**src/rtl/cdc_handshake_tx.sv**
```systemverilog
// Transmit end of a 4-phase req/ack clock-domain crossing; ack_i is synchronised into clock_i.
// Optional per-phase ack timeout and timeout_o port: define CDC_TX_TIMEOUT_EN.
module cdc_handshake_tx #(
   parameter int WIDTH          = 8,
   parameter int SYNC_STAGES    = 2,
   parameter int TIMEOUT_CYCLES = 1024
) (
   input  logic             clock_i,
   input  logic             reset_i,
   input  logic [WIDTH-1:0] data_i,
   input  logic             valid_i,
   output logic             ready_o,
   output logic [WIDTH-1:0] data_o,
   output logic             req_o,
   input  logic             ack_i,
   output logic             busy_o,
   output logic             done_o
`ifdef CDC_TX_TIMEOUT_EN
   ,
   output logic             timeout_o
`endif
);

   typedef enum logic [1:0] {IDLE, REQ, RELEASE} state_t;

   state_t                 r_state, w_state_nxt;
   logic [SYNC_STAGES-1:0] r_sync;
   logic                   w_ack_s;
   logic [WIDTH-1:0]       w_data_nxt;
   logic                   w_req_nxt;
   logic                   w_done_nxt;
   logic                   w_abandoned;

   if (SYNC_STAGES < 2 || TIMEOUT_CYCLES < 1) begin : g_param_check
      $error("cdc_handshake_tx: SYNC_STAGES must be >= 2 and TIMEOUT_CYCLES >= 1");
   end

   // NOTE: ack_i is asynchronous; only the last flop of the chain may feed any logic.
   always_ff @(posedge clock_i or negedge reset_i) begin
      if (!reset_i) r_sync <= '0;
      else          r_sync <= {r_sync[SYNC_STAGES-2:0], ack_i};
   end

   assign w_ack_s = r_sync[SYNC_STAGES-1];
   assign ready_o = (r_state == IDLE) && !w_ack_s;
   assign busy_o  = (r_state != IDLE);

`ifdef CDC_TX_TIMEOUT_EN
   localparam int              CW   = $clog2(TIMEOUT_CYCLES + 1);
   localparam logic [CW-1:0]   LAST = CW'(TIMEOUT_CYCLES - 1);

   logic [CW-1:0] r_cnt, w_cnt_nxt;
   logic          r_abandon, w_abandon_nxt;
   logic          w_timeout_nxt;
   logic          w_tmo_hit;

   assign w_tmo_hit   = (r_cnt == LAST);
   assign w_abandoned = r_abandon;
`else
   assign w_abandoned = 1'b0;
`endif

   always_comb begin
      w_state_nxt = r_state;
      w_data_nxt  = data_o;
      w_req_nxt   = req_o;
      w_done_nxt  = 1'b0;
`ifdef CDC_TX_TIMEOUT_EN
      w_timeout_nxt = 1'b0;
      w_abandon_nxt = r_abandon;
`endif
      case (r_state)
         IDLE: begin
            if (valid_i && ready_o) begin
               w_data_nxt  = data_i;
               w_req_nxt   = 1'b1;
               w_state_nxt = REQ;
            end
         end
         REQ: begin
            if (w_ack_s) begin
               w_req_nxt   = 1'b0;
               w_state_nxt = RELEASE;
            end
`ifdef CDC_TX_TIMEOUT_EN
            else if (w_tmo_hit) begin
               // Abandoned transfer still waits for ack low, but never reports done.
               w_req_nxt     = 1'b0;
               w_timeout_nxt = 1'b1;
               w_abandon_nxt = 1'b1;
               w_state_nxt   = RELEASE;
            end
`endif
         end
         RELEASE: begin
            if (!w_ack_s) begin
               w_done_nxt  = !w_abandoned;
               w_state_nxt = IDLE;
            end
`ifdef CDC_TX_TIMEOUT_EN
            else if (w_tmo_hit) begin
               w_timeout_nxt = 1'b1;
               w_state_nxt   = IDLE;
            end
`endif
         end
         default: w_state_nxt = IDLE;
      endcase
`ifdef CDC_TX_TIMEOUT_EN
      if (w_state_nxt == IDLE)       w_abandon_nxt = 1'b0;
      if (w_state_nxt != r_state)    w_cnt_nxt = '0;
      else if (r_state != IDLE)      w_cnt_nxt = r_cnt + 1'b1;
      else                           w_cnt_nxt = '0;
`endif
   end

   always_ff @(posedge clock_i or negedge reset_i) begin
      if (!reset_i) begin
         r_state <= IDLE;
         data_o  <= '0;
         req_o   <= 1'b0;
         done_o  <= 1'b0;
      end else begin
         r_state <= w_state_nxt;
         data_o  <= w_data_nxt;
         req_o   <= w_req_nxt;
         done_o  <= w_done_nxt;
      end
   end

`ifdef CDC_TX_TIMEOUT_EN
   always_ff @(posedge clock_i or negedge reset_i) begin
      if (!reset_i) begin
         r_cnt     <= '0;
         r_abandon <= 1'b0;
         timeout_o <= 1'b0;
      end else begin
         r_cnt     <= w_cnt_nxt;
         r_abandon <= w_abandon_nxt;
         timeout_o <= w_timeout_nxt;
      end
   end
`endif

endmodule

```
**config.mk**
```make
export PLATFORM = sky130hd
export DESIGN_NAME = cdc_handshake_tx
export DESIGN_NICKNAME = d
export VERILOG_FILES = /design/src/rtl/cdc_handshake_tx.sv
export SDC_FILE = /design/constraint.sdc
export NUM_CORES = 1
export LEC_CHECK = 0
export ABC_AREA = 1
export CAP_MARGIN = 10
export CORE_AREA = 2 2 39 41
export CTS_BUF_LIST = sky130_fd_sc_hd__clkbuf_8
export CTS_CLUSTER_DIAMETER = 150
export DETAILED_ROUTE_END_ITERATION = 7
export DIE_AREA = 0 0 41 43
export PLACE_DENSITY_LB_ADDON = 0.2
export SYNTH_ARGS = -nofsm -noshare
export SYNTH_HDL_FRONTEND = slang
export SYNTH_SLANG_ARGS = --single-unit
```
**constraint.sdc**
```tcl
create_clock -name clock_i -period 1.9 [get_ports clock_i]
set_clock_uncertainty 0.15 [all_clocks]
set_input_delay 0.475 -clock clock_i [delete_from_list [all_inputs] [get_ports clock_i]]
set_output_delay 0.475 -clock clock_i [all_outputs]
set_load 0.02 [all_outputs]
```
# Yosys cells after proc, flatten, opt, wreduce, memory -nomap -nowiden
# Cells that the tools add are included.
# word_totals
word_cells	28
reg_bits	14
# op_classes
reduce_logical	9
muxes	9
eq_ne	5
# ops
operator	n
2-to-1 mux 2 bit	3
case mux 2 bit (3 select lines)	1
AND reduction 3 bit	2
2-to-1 mux 1 bit	4
inequality test 2 bit, second input constant	2
nonzero test 2 bit	2
equality test 2 x 1 -> 1 bit, second input constant	1
equality test 2 bit, second input constant	1
logical AND 1 bit	2
zero test 2 bit	1
inequality test 2 x 1 -> 1 bit, second input constant	1
case mux 1 bit (2 select lines)	1
AND reduction 2 bit	1
zero test 1 bit	1

# Depth between registers and ports, before layout
# Gate-level depths: netlist (run 1).
# logic_depth
word_depth	5
mapped_depth	4
ltp_nobuf	4

# Worst setup path after synthesis (run 1)
# Ideal clock, no wire load.
# synth_path
path_kind	reg2out
from	register r_state[0]
to	output ready_o
path_stages_with_launch	4
required_ns	1.275
path_slack_ns	0.173
path_buffers	0
t_arrival_ns	1.102
path_cell_list	dfrtp_1 -> nor2_4 -> inv_1 -> nor2_1
# synth_via
elab_chain_cells	2
# synth_lines
element	line_no	rtl
start: declaration	26	state_t r_state, w_state_nxt;
start signal: assignment	124	r_state <= w_state_nxt;
zero test 2 bit	45	assign ready_o = (r_state == IDLE) && !w_ack_s;
logical AND 1 bit	45	
end: declaration	12	output logic ready_o,
# No other way between the ends.

# Worst setup path in the final report (run 1)
# layout_path
from	register data_o[5]
to	output data_o[5]
# layout_rtl
element	line_no	rtl
start: declaration	13	output logic [WIDTH-1:0] data_o,
start signal: assignment	125	data_o <= w_data_nxt;
# No word-level cell between the ends.

==> results of run 1 <==
worst reg2reg max path: cells and delay by family (launching register included):
kind          cells  cell delay, ns
simple gates      3            0.34
flops             1            0.40
buf+inv           1            0.29
Yosys cell counts:
master	n
sky130_fd_sc_hd__nand2_1	20
sky130_fd_sc_hd__nor2_1	2
sky130_fd_sc_hd__nand4_1	8
sky130_fd_sc_hd__inv_1	4
sky130_fd_sc_hd__nand3_4	1
sky130_fd_sc_hd__buf_2	2
sky130_fd_sc_hd__dfrtp_1	14
sky130_fd_sc_hd__nor2_4	1
sky130_fd_sc_hd__o21ai_0	1
sky130_fd_sc_hd__nand3_1	2
where the power goes:
group,total [mW],switching (mW),internal (mW),leakage [nW]
clock network,0.278,0.0948,0.183,0.0288
registers,0.422,0.0457,0.376,0.173
logic,0.415,0.218,0.198,0.223
registers in the layout, indices dropped and copies added (netlist names):
register / flops
data_o: 8
r_state: 2
r_sync: 2
done_o: 1
req_o: 1
timing repair:
item	in CTS	in global routing
cloned	0	0
gates resized for setup	2	2
endpoints found under the setup margin	2	1
buffers inserted	0	0
hold buffers	0	0
logic make-up (layout without fill, tap and decap cells):
family / count (synthesis) / count (layout)
flip-flops: 14 / 14
AO/OA/AOI/OAI: 1 / 1
buffers and inverters: 6 / 35
AND/OR/NAND/NOR: 34 / 34
cell type report:
cell class	count	area, sq um	share of cell area (%)
multi-input cells	35	176.4	20.26
inverters	4	15.01	1.724
well taps	16	20.02	2.299
clock buffers	4	55.05	6.322
repair buffers	27	254.0	29.17
flip-flops and latches	14	350.3	40.23
per-layer routing:
layer,vias to the layer above,GRT usage (%),wire (um)
met3,2,3.141,46
met2,11,23.44,560
li1,239,-,-
met1,215,20.07,475
met5,-,0,0
met4,0,6.000,15
worst min-delay path by stage:
stage	from	endpoint	slack [ns]	cells after the start
2_1_floorplan	reset_i	data_o[0]	0.03	0
3_3_place_gp	r_sync[0]	r_sync[1]	0.19	0
3_5_place_dp	r_sync[0]	r_sync[1]	0.19	0
4_1_cts	r_sync[0]	r_sync[1]	0.20	0
5_1_grt	r_sync[0]	r_sync[1]	0.22	0
6_report	r_sync[0]	r_sync[1]	0.20	0
metrics by stage:
step	total power, mW	instance area, sq um
after global placement	0.8462	822.0
after detailed placement	0.8537	822.0
final	1.115	870.8
after CTS	1.127	874.6
after global routing	1.186	870.8
after floorplan	0.6265	551.8
==> reports/summary.md, run 1 <==
The number of clock sinks came out at 14. After Yosys synthesis, full adders, half adders and majority gates account for 0% of the synthesized area. VDD sags by at most 0.9698 mV. The endpoint identified for the worst register-to-register timing path is data_o[2]. For this run, the number of Yosys warnings is 0. Sorting the synthesized cells by area gives the leading types as sky130_fd_sc_hd__dfrtp_1, sky130_fd_sc_hd__nand2_1, sky130_fd_sc_hd__nand4_1, sky130_fd_sc_hd__nand3_4, sky130_fd_sc_hd__inv_1. The first global-routing pass estimated 1.814 mm of wire. Setup repair after global routing left no endpoint under its margin. The tools report the worst hold slack as 0.1969 ns. From left edge to right edge, the die measures 41 um. Static leakage: 0.4252 nW.

In this run the deepest clock path goes through 2 buffers. Number of placed instances with taps included: 96. TritonCTS built the clock tree. The maximum number of pins on one net before global-route repair came out at 15.

The clock insertion delay at the later pin of the skew report is 0.23 ns, and the antenna diode count is 0. The simple logic cell fraction of the synthesized area is 31.07%, and the global-route usage over all layers is 15.22%. Summed over its instances, the top area cell type makes up 63.49% of the synthesized netlist area. The standard cell with the maximum stage delay on the critical path was sky130_fd_sc_hd__clkdlybuf4s50_1. The worst pin sits at a relative slew slack of 76.13%. Setup total negative slack on the finished layout was measured at 0 ns.

The synthesized design spends more area on one cell type than any other, namely sky130_fd_sc_hd__dfrtp_1. The min-delay analysis places its worst path in the category register to register. The first routing iteration left 5 violations. The via count of the first global-routing pass is 442, and the count of mapped cells out of synthesis is 55.

The number of remaining DRC errors was 0. Of the synthesized area, sequential elements account for 63.49%. STA classifies the critical path endpoint as an output pin. The clock input transition at the sequential cells of the worst setup and hold paths is 0.06 ns, and the number of buffers inserted during clock tree synthesis is 3. The worst setup path is of the register to output pin kind. Setup violations remaining at the end of the flow were counted as 0. The count of cell instances traversed by the critical path came out at 1.

The tools report the aggregate routed wire length as 1.097 mm. The leftover overflow at the end of global routing is 0, and the post-layout worst setup margin is 0.07210 ns. For this run, the share of the core covered by cells in the final layout is 62.93%. Synthesis produced a netlist with a net count of 67.

The multiplexer share of the synthesized area was 0%; the fraction of synthesized cell area in xor and xnor cells was 0%. The library cell used most frequently in the layout, excluding fill and tap cells, is sky130_fd_sc_hd__clkdlybuf4s50_1. The transition time of the tightest slew-check pin was 0.3577 ns. The worst setup path is launched from a register. After detailed routing, the number of vias per cell comes to 4.670. The count of cells in the finished layout, fillers not included, comes to 100. Master cell of the clock root buffer: sky130_fd_sc_hd__clkbuf_8. The minimum setup slack after placement is 0.03309 ns, and the number of buffers added on ports is 23.

The initial utilization of the core area, before any placement, comes to 39.87%. The synthesized-area fraction occupied by ao, oa, aoi and oai cells came out at 0.9070%. For the worst flop-to-flop path, the logic depth is 4.

The maximum cell stage delay along the critical path came out at 0.61 ns. Of the cells placed in the final design, the portion with a size suffix greater than 1 is 13.10%. The average instance in the mapped netlist occupies 10.03 sq um. Derived from the worst setup path, the maximum achievable clock frequency is 0.5471 GHz. Of all nets on the critical path, the largest fanout is 2.

Subtracting the final worst setup slack from the clock period gives 1.828 ns. Across the run, the number of max-cap violations was 0. The synthesized netlist occupies a cell area of 551.8 sq um.

The tools report the final number of max-transition violations as 0. In the layout the commonest cells are sky130_fd_sc_hd__clkdlybuf4s50_1, sky130_fd_sc_hd__nand2_1, sky130_fd_sc_hd__dfrtp_1. Timing endpoint of the critical path: data_o[5]. The area growth from synthesis to final layout was 57.82%; the register bit count reported by yosys was 14. The signal on the critical path passes through clkdlybuf4s50_1.

Worst path buffer plus inverter count: 1. The net count of the finished layout is 97. The cell family with the largest share of critical-path delay is buffers and inverters. The tools report the distinct cell type count of the synthesized netlist as 10.

The final route contains 467 vias. The ratio of final minimum period to clock period was 96.21%; the signal arrival time at the worst endpoint was 1.20 ns. For the number of filler cells placed in the layout, the log shows 133. The worst register-to-register path has a setup slack of 0.60 ns.

The startpoint identified for the worst register-to-register timing path is r_sync[1]. At the worst endpoint, the required time is 1.27 ns. The run finished with clean final reports. The run gives 24 as the I/O pin count. Largest family of logic cells by synthesized area: simple AND/OR/NAND/NOR gates. The region available for standard cell placement spans 0.001384 sq mm. The number of hold-slack violations in the final timing report is 0. The initialized floorplan defines 14 standard-cell rows.

Measured along the y axis, the die boundary spans 43 um. The routed length per placed instance is 10.97 um. For the number of antenna violations at the first check in global routing, the log shows 0.

Tracing the worst setup path back leads to its startpoint at data_o[5]. The placed wire-length estimate after detailed placement is 830.9 um, and the total power density per cell area is 1280 mW/mm^2. The die footprint is 0.001763 sq mm, and the number of antenna-violating nets in the routed design is 0. The run gives 1 as the H-tree level count. Routability-driven placement finished with a final weighted congestion of 0.6755. First-pass iteration count of the detailed router: 4.
Note: power is estimated with default switching activity, not from simulation.
==> inputs of run 2 (changes only) <==
Clock period 1.9 ns to 2.35 ns, I/O delays scaled along.
==> reports/summary.md, run 2 (synthesis results as in run 1) <==
The run finished with clean final reports. Net switching is 33.39% of the power. The number of buffers inserted during clock tree synthesis was 3.

For the proportion of power drawn by the clock network, the log shows 22.0%. The overall die width works out to 41 um. The number of antenna diodes in the final layout is 0.

Setup repair after global routing left no endpoint under its margin. The global-route usage over all layers is 16.53%, and the max-capacitance violation count is 0. The register with the most flip-flops in the final layout is data_o.

Clock input transition at the sequential cells of the worst setup and hold paths: 0.05 ns. The static leakage is 0.4178 nW, and the post-layout worst setup margin is 0.2071 ns. The critical path contains buffers and inverters numbering 2 combined. The number of buffers added on ports is 23.

In this run the deepest clock path goes through 2 buffers. The finished cells cover 850.8 sq um. Post-place instance area: 807.0 sq um. The count of nets after finishing was 95; the setup violation total in the final timing report was 0. The ratio of final minimum period to clock period was 91.19%; the minimum setup slack after placement was 0.3266 ns. For the setup TNS, the log shows 0 ns. The routed design has 1.140 mm of wire.

The share of total power dissipated in sequential elements is 39.5%. Routability-driven placement finished with a final weighted congestion of 0.6572. I/O pin count: 24. For this run, design rule violations remaining after detail routing come to 0. After detailed routing, the average wire length per cell comes to 11.75 um.

For the final number of max-transition violations, the log shows 0. The total area inside the core boundary comes to 0.001384 sq mm. The number of hold-slack violations in the final timing report was 0. Measured along the y axis, the die boundary spans 43 um. The signal on the critical path passes through nor2_4 -> inv_1 -> clkdlybuf4s50_1. The largest registers in the layout are data_o (8), r_state (2), r_sync (2). For the final core utilization, the log shows 61.48%. The wire-length estimate of the detail-placed layout is 782.4 um. STA classifies the critical path startpoint as a register. The cts-stage hold buffer count was 0; the leftover overflow at the end of global routing was 0. Static timing analysis puts the maximum clock frequency at 0.4667 GHz. Cells with a size suffix above 1 make up 8.642% of the layout. Among all stages on the critical path, the largest delay is contributed by sky130_fd_sc_hd__clkdlybuf4s50_1.

The run gives 38.5% as the share of power burned in combinational logic. Grouping stages by cell kind, the critical path spends the most delay in buffers and inverters. In this run the clock root is driven by a sky130_fd_sc_hd__clkbuf_8. On the worst path, the slowest cell contributes a delay of 0.60 ns. The reported net switching power is 0.2897 mW, and the critical path data required time is 1.61 ns. The critical path is of the register to output pin type.

In the layout the commonest cells are sky130_fd_sc_hd__clkdlybuf4s50_1, sky130_fd_sc_hd__nand2_1, sky130_fd_sc_hd__dfrtp_1. The logs give 0.5010 mV for the worst supply voltage drop on vdd and 14 for the number of clock sinks. For the site row count, the log shows 14. The type of the most critical hold path was register to register. STA classifies the critical path endpoint as an output pin. The largest driver fanout on the critical path is 4, and the signal arrival time at the worst endpoint is 1.41 ns. Once the floorplan was initialized, standard cells occupied 39.87% of the core. The vias per cell was 4.876.

At the later pin of the worst-skew pair, clock insertion delay measures 0.24 ns. The first routing iteration left 11 violations. The internal portion of the total power is 0.5780 mW. After layout, the minimum clock period comes to 2.143 ns. TritonCTS built the clock tree. Count of vias placed by the detailed router: 473. The die footprint came out at 0.001763 sq mm. The maximum number of pins on one net before global-route repair came out at 15. The tools report the first-pass GRT wire length as 1.918 mm.

The via count of the first global-routing pass was 461. In this run the tightest slew margin relative to its limit is 59.66%. The logs give 1 for the H-tree level count and 4 for the first-pass iteration count of the detailed router.

The count of nets left with antenna violations once routing finished came out at 0. Area growth from synthesis to final layout: 54.20%. The transition time of the tightest slew-check pin was 0.6032 ns. The total power density per cell area came out at 1020 mW/mm^2. The tools report the number of antenna violations at the first check in global routing as 0. The library cell used most frequently in the layout, excluding fill and tap cells, is sky130_fd_sc_hd__clkdlybuf4s50_1.

The number of flip-flops under the largest register name was 8.
[run 2: cell count changes in the layout (fill, tap and decap cells not counted), sizes merged]
cell	change
clkdlybuf4s50	+1
clkbuf	-2
dlygate4sd2	-1
dlymetal6s2s	+1
buf	-2
[run 2: worst paths after layout]
kind                       startpoint          to  slack, ns  cells past startpoint
setup / recovery           r_state[0]      busy_o       0.21                      3
max in group asynchronous     reset_i  r_state[0]       1.08                      1
hold / removal              r_sync[0]   r_sync[1]       0.21                      0
min in group asynchronous     reset_i   data_o[5]       0.58                      1
hold reg to reg             r_sync[0]   r_sync[1]       0.21                      0
setup reg to reg            r_sync[1]   data_o[3]       1.04                      4
[run 2: cell type report]
| class | count | area [sq um] |
|---|---|---|
| clock buffer | 3 | 41.29 |
| timing repair buffer | 25 | 247.7 |
| tap | 16 | 20.02 |
| sequential | 14 | 350.3 |
| inverter | 4 | 15.01 |
| fill | 136 | 533.0 |
| multi-input combinational | 35 | 176.4 |
[run 2: per-stage QoR]
stage          hold slack (ns)  cells  power, mW
6_report                0.2127     97     0.8678
2_1_floorplan           0.1419     55     0.5066
5_1_grt                 0.2262     97     0.9271
4_1_cts                 0.2083     97     0.8762
3_5_place_dp            0.1962     94     0.6819
3_3_place_gp            0.1844     94     0.6785
[run 2: worst register-to-register path, stage by stage, from the launching register on]
cell and delay, ns:
sky130_fd_sc_hd__dfrtp_1 0.41, sky130_fd_sc_hd__inv_1 0.30, sky130_fd_sc_hd__nand3_4 0.20, sky130_fd_sc_hd__nand2_1 0.10
sky130_fd_sc_hd__nand2_1 0.05
[run 2: repair_timing]
item	in CTS	in global routing
endpoints found under the setup margin	0	1
endpoints found under the hold margin	0	0
resized for setup	0	1
buffers inserted	0	0
[run 2: layer usage]
| layer | vias up | track usage, % | wire, um |
|---|---|---|---|
| li1 | 234 | - | - |
| met1 | 224 | 22.71 | 505 |
| met5 | - | 0 | 0 |
| met3 | 2 | 3.141 | 64 |
| met2 | 13 | 22.19 | 562 |
| met4 | 0 | 12.00 | 8 |
[run 2: power groups by stage]
stage          registers, mW  clock network, mW  logic (mW)
2_1_floorplan          0.412                  0      0.0944
3_3_place_gp           0.344                  0       0.335
3_5_place_dp           0.345                  0       0.337
4_1_cts                0.343              0.195       0.338
5_1_grt                0.350              0.212       0.365
6_report               0.342              0.191       0.334
==> inputs of run 3 (changes only) <==
Settings changed: RECOVER_POWER set to 100.
==> reports/summary.md, run 3 (synthesis results as in run 1) <==
The flow ran to the end, and the final reports show no timing, DRC or antenna violations. Max-cap violations in this run came to 0. Worst max-slew margin expressed relative to the limit: 59.22%.

The H-tree level count is 1. The critical path goes through nor2_4 -> inv_1 -> clkdlybuf4s50_1. The maximum cell stage delay along the critical path is 0.60 ns. The clock input transition at the sequential cells of the worst setup and hold paths works out to 0.05 ns. In the global route stage, met2 resource usage came out at 22.19%.

The global-route usage over all layers came out at 16.53%. For the worst setup path, the data required time is 1.61 ns. The pre-antenna-repair detailed-routing pass consisted of 4 iterations. After detailed routing, the total wire length is 1.126 mm. Input and output buffers added on the ports amount to 23. The filler cells instantiated in the layout total 138. In this run the core area contains 14 standard-cell rows. The worst supply voltage drop on vdd was 0.4892 mV. For the number of hold-slack violations in the final timing report, the log shows 0. For this design, the CTS-stage hold fixing added 0 buffers. Entering global routing, the biggest net connects 15 pins. The busiest layer in global routing was met1. Measured on the finished design, the core utilization comes to 59.95%. The static leakage came out at 0.4142 nW.

Data arrives at the worst endpoint at 1.40 ns. In this run the worst path has a maximum fanout of 4. Counting I/O delays and the setup requirement, the final critical path takes 2.142 ns. Placer's final routability congestion estimate: 0.6572. The tools report the via count of the first global-routing pass as 461. The setup violation total in the final timing report came out at 0.

For met1 alone, demand over resource in global routing was 22.71%. The logs give 95 for the count of nets after finishing and 5 for the DRC marker count from the first detailed-route iteration. The die covers 0.001763 sq mm. STA classifies the critical path startpoint as a register.

After detailed routing, the average wire length per cell comes to 11.61 um. The area of the placeable core came out at 0.001384 sq mm. For this run the aggregate overflow at the end of global routing stands at 0. The logs give 0.24 ns for the clock insertion delay at the later pin of the skew report and 14 for the number of clock sinks. The tools report the final number of max-transition violations as 0.

The worst setup path is of the register to output pin kind. The repair_antennas step left the layout with diodes totalling 0. Setup repair after global routing left no endpoint under its margin.

Summing all multi-input logic gate instances after layout gives 163.9 sq um. The tightest min-delay check is of the register to register type. The detail route stage leaves a number of antenna-violating nets equal to 0. The area taken by flip-flops and latches was 350.3 sq um. The register with the most flip-flops in the final layout is data_o. The final critical path takes up 91.17% of the cycle. For this design the ratio of total power to cell area is 1006 mW/mm^2. In the final layout, the share of cells above drive strength 1 is 7.407%. The area growth from synthesis to final layout works out to 50.34%.

Critical path capture point type: an output pin. Number of antenna violations at the first check in global routing: 0. The transition time of the tightest slew-check pin is 0.6097 ns. Vias per cell: 4.887.

The worst path buffer plus inverter count was 2. The largest registers in the layout are data_o (8), r_state (2), r_sync (2). The count of vias placed by the detailed router was 474. The number of clock buffers added by TritonCTS is 3. The die boundary height was 43 um. The placed wire-length estimate after detailed placement was 782.4 um; the maximum clock frequency was 0.4667 GHz. Setup total negative slack on the finished layout was measured at 0 ns. For this configuration, the core starts out at a cell density of 39.87%. The floorplan step set the die width to 41 um.

The tools report the master cell of the clock root buffer as sky130_fd_sc_hd__clkbuf_8. The clock passes through at most 2 buffers. The first global-routing pass estimated 1.918 mm of wire. Broken down by cell family, the worst path's largest delay share belongs to buffers and inverters. The number of remaining DRC errors was 0.

For this design, the slowest cell found on the critical path is sky130_fd_sc_hd__clkdlybuf4s50_1. 24 I/O pins were placed. TritonCTS built the clock tree. The number of flip-flops under the largest register name is 8. The most common cell after layout, fill and taps aside is sky130_fd_sc_hd__nand2_1. For this run, global-route usage on met3 was measured as 3.141%. Leaving out fill and tap cells, the most frequent cells in the layout are sky130_fd_sc_hd__nand2_1, sky130_fd_sc_hd__dfrtp_1, sky130_fd_sc_hd__dlygate4sd3_1.
==> run 3: cell type report <==
| cell class | count | share of cell area, % |
|---|---|---|
| clock buffer | 3 | 4.977 |
| inverter | 4 | 1.810 |
| multi-input combinational | 35 | 19.76 |
| sequential | 14 | 42.23 |
| tap | 16 | 2.413 |
| timing repair buffer | 25 | 28.81 |
==> run 3: routing by layer <==
| layer | up-vias | wire (um) |
|---|---|---|
| met5 | - | 0 |
| li1 | 233 | - |
| met3 | 2 | 64 |
| met1 | 226 | 490 |
| met4 | 0 | 8 |
| met2 | 13 | 563 |
==> run 3: path summary, 6_finish.rpt <==
path	startpoint	to	slack [ns]	cells after the start
min in group asynchronous	reset_i	data_o[5]	0.65	1
max	r_state[0]	busy_o	0.21	3
max reg2reg	r_sync[1]	data_o[3]	0.85	4
max in group asynchronous	reset_i	r_state[0]	1.01	1
min	r_sync[0]	r_sync[1]	0.21	0
min reg2reg	r_sync[0]	r_sync[1]	0.21	0
==> run 3: what timing repair did <==
item / 4_1_cts / 5_1_grt
gates resized for setup: 0 / 1
setup endpoints to repair: 0 / 1
buffers inserted: 0 / 0
==> run 3: report_power, final <==
part / internal, mW / switching, mW / leakage, nW / total, mW
combinational: 0.135 / 0.170 / 0.219 / 0.304
clock: 0.113 / 0.0775 / 0.0216 / 0.191
sequential: 0.304 / 0.0357 / 0.173 / 0.339
==> run 3: worst register-to-register path, stage by stage, from the launching register on <==
cell,delay (ns)
sky130_fd_sc_hd__dfrtp_1,0.41
sky130_fd_sc_hd__inv_1,0.26
sky130_fd_sc_hd__nand3_1,0.37
sky130_fd_sc_hd__nand2_1,0.14
sky130_fd_sc_hd__nand2_1,0.06
==> run 3: stage by stage <==
| stage | instances | instance area, sq um | hold slack (ns) | total power, mW | worst slack, ns |
|---|---|---|---|---|---|
| after floorplan | 55 | 551.8 | 0.1419 | 0.5066 | 0.5106 |
| after global placement | 94 | 807.0 | 0.1844 | 0.6785 | 0.3576 |
| after detailed placement | 94 | 807.0 | 0.1962 | 0.6819 | 0.3266 |
| after CTS | 97 | 848.3 | 0.2083 | 0.8762 | 0.04917 |
| after global routing | 97 | 829.5 | 0.2262 | 0.8955 | 0.1359 |
| final | 97 | 829.5 | 0.2122 | 0.8345 | 0.2075 |
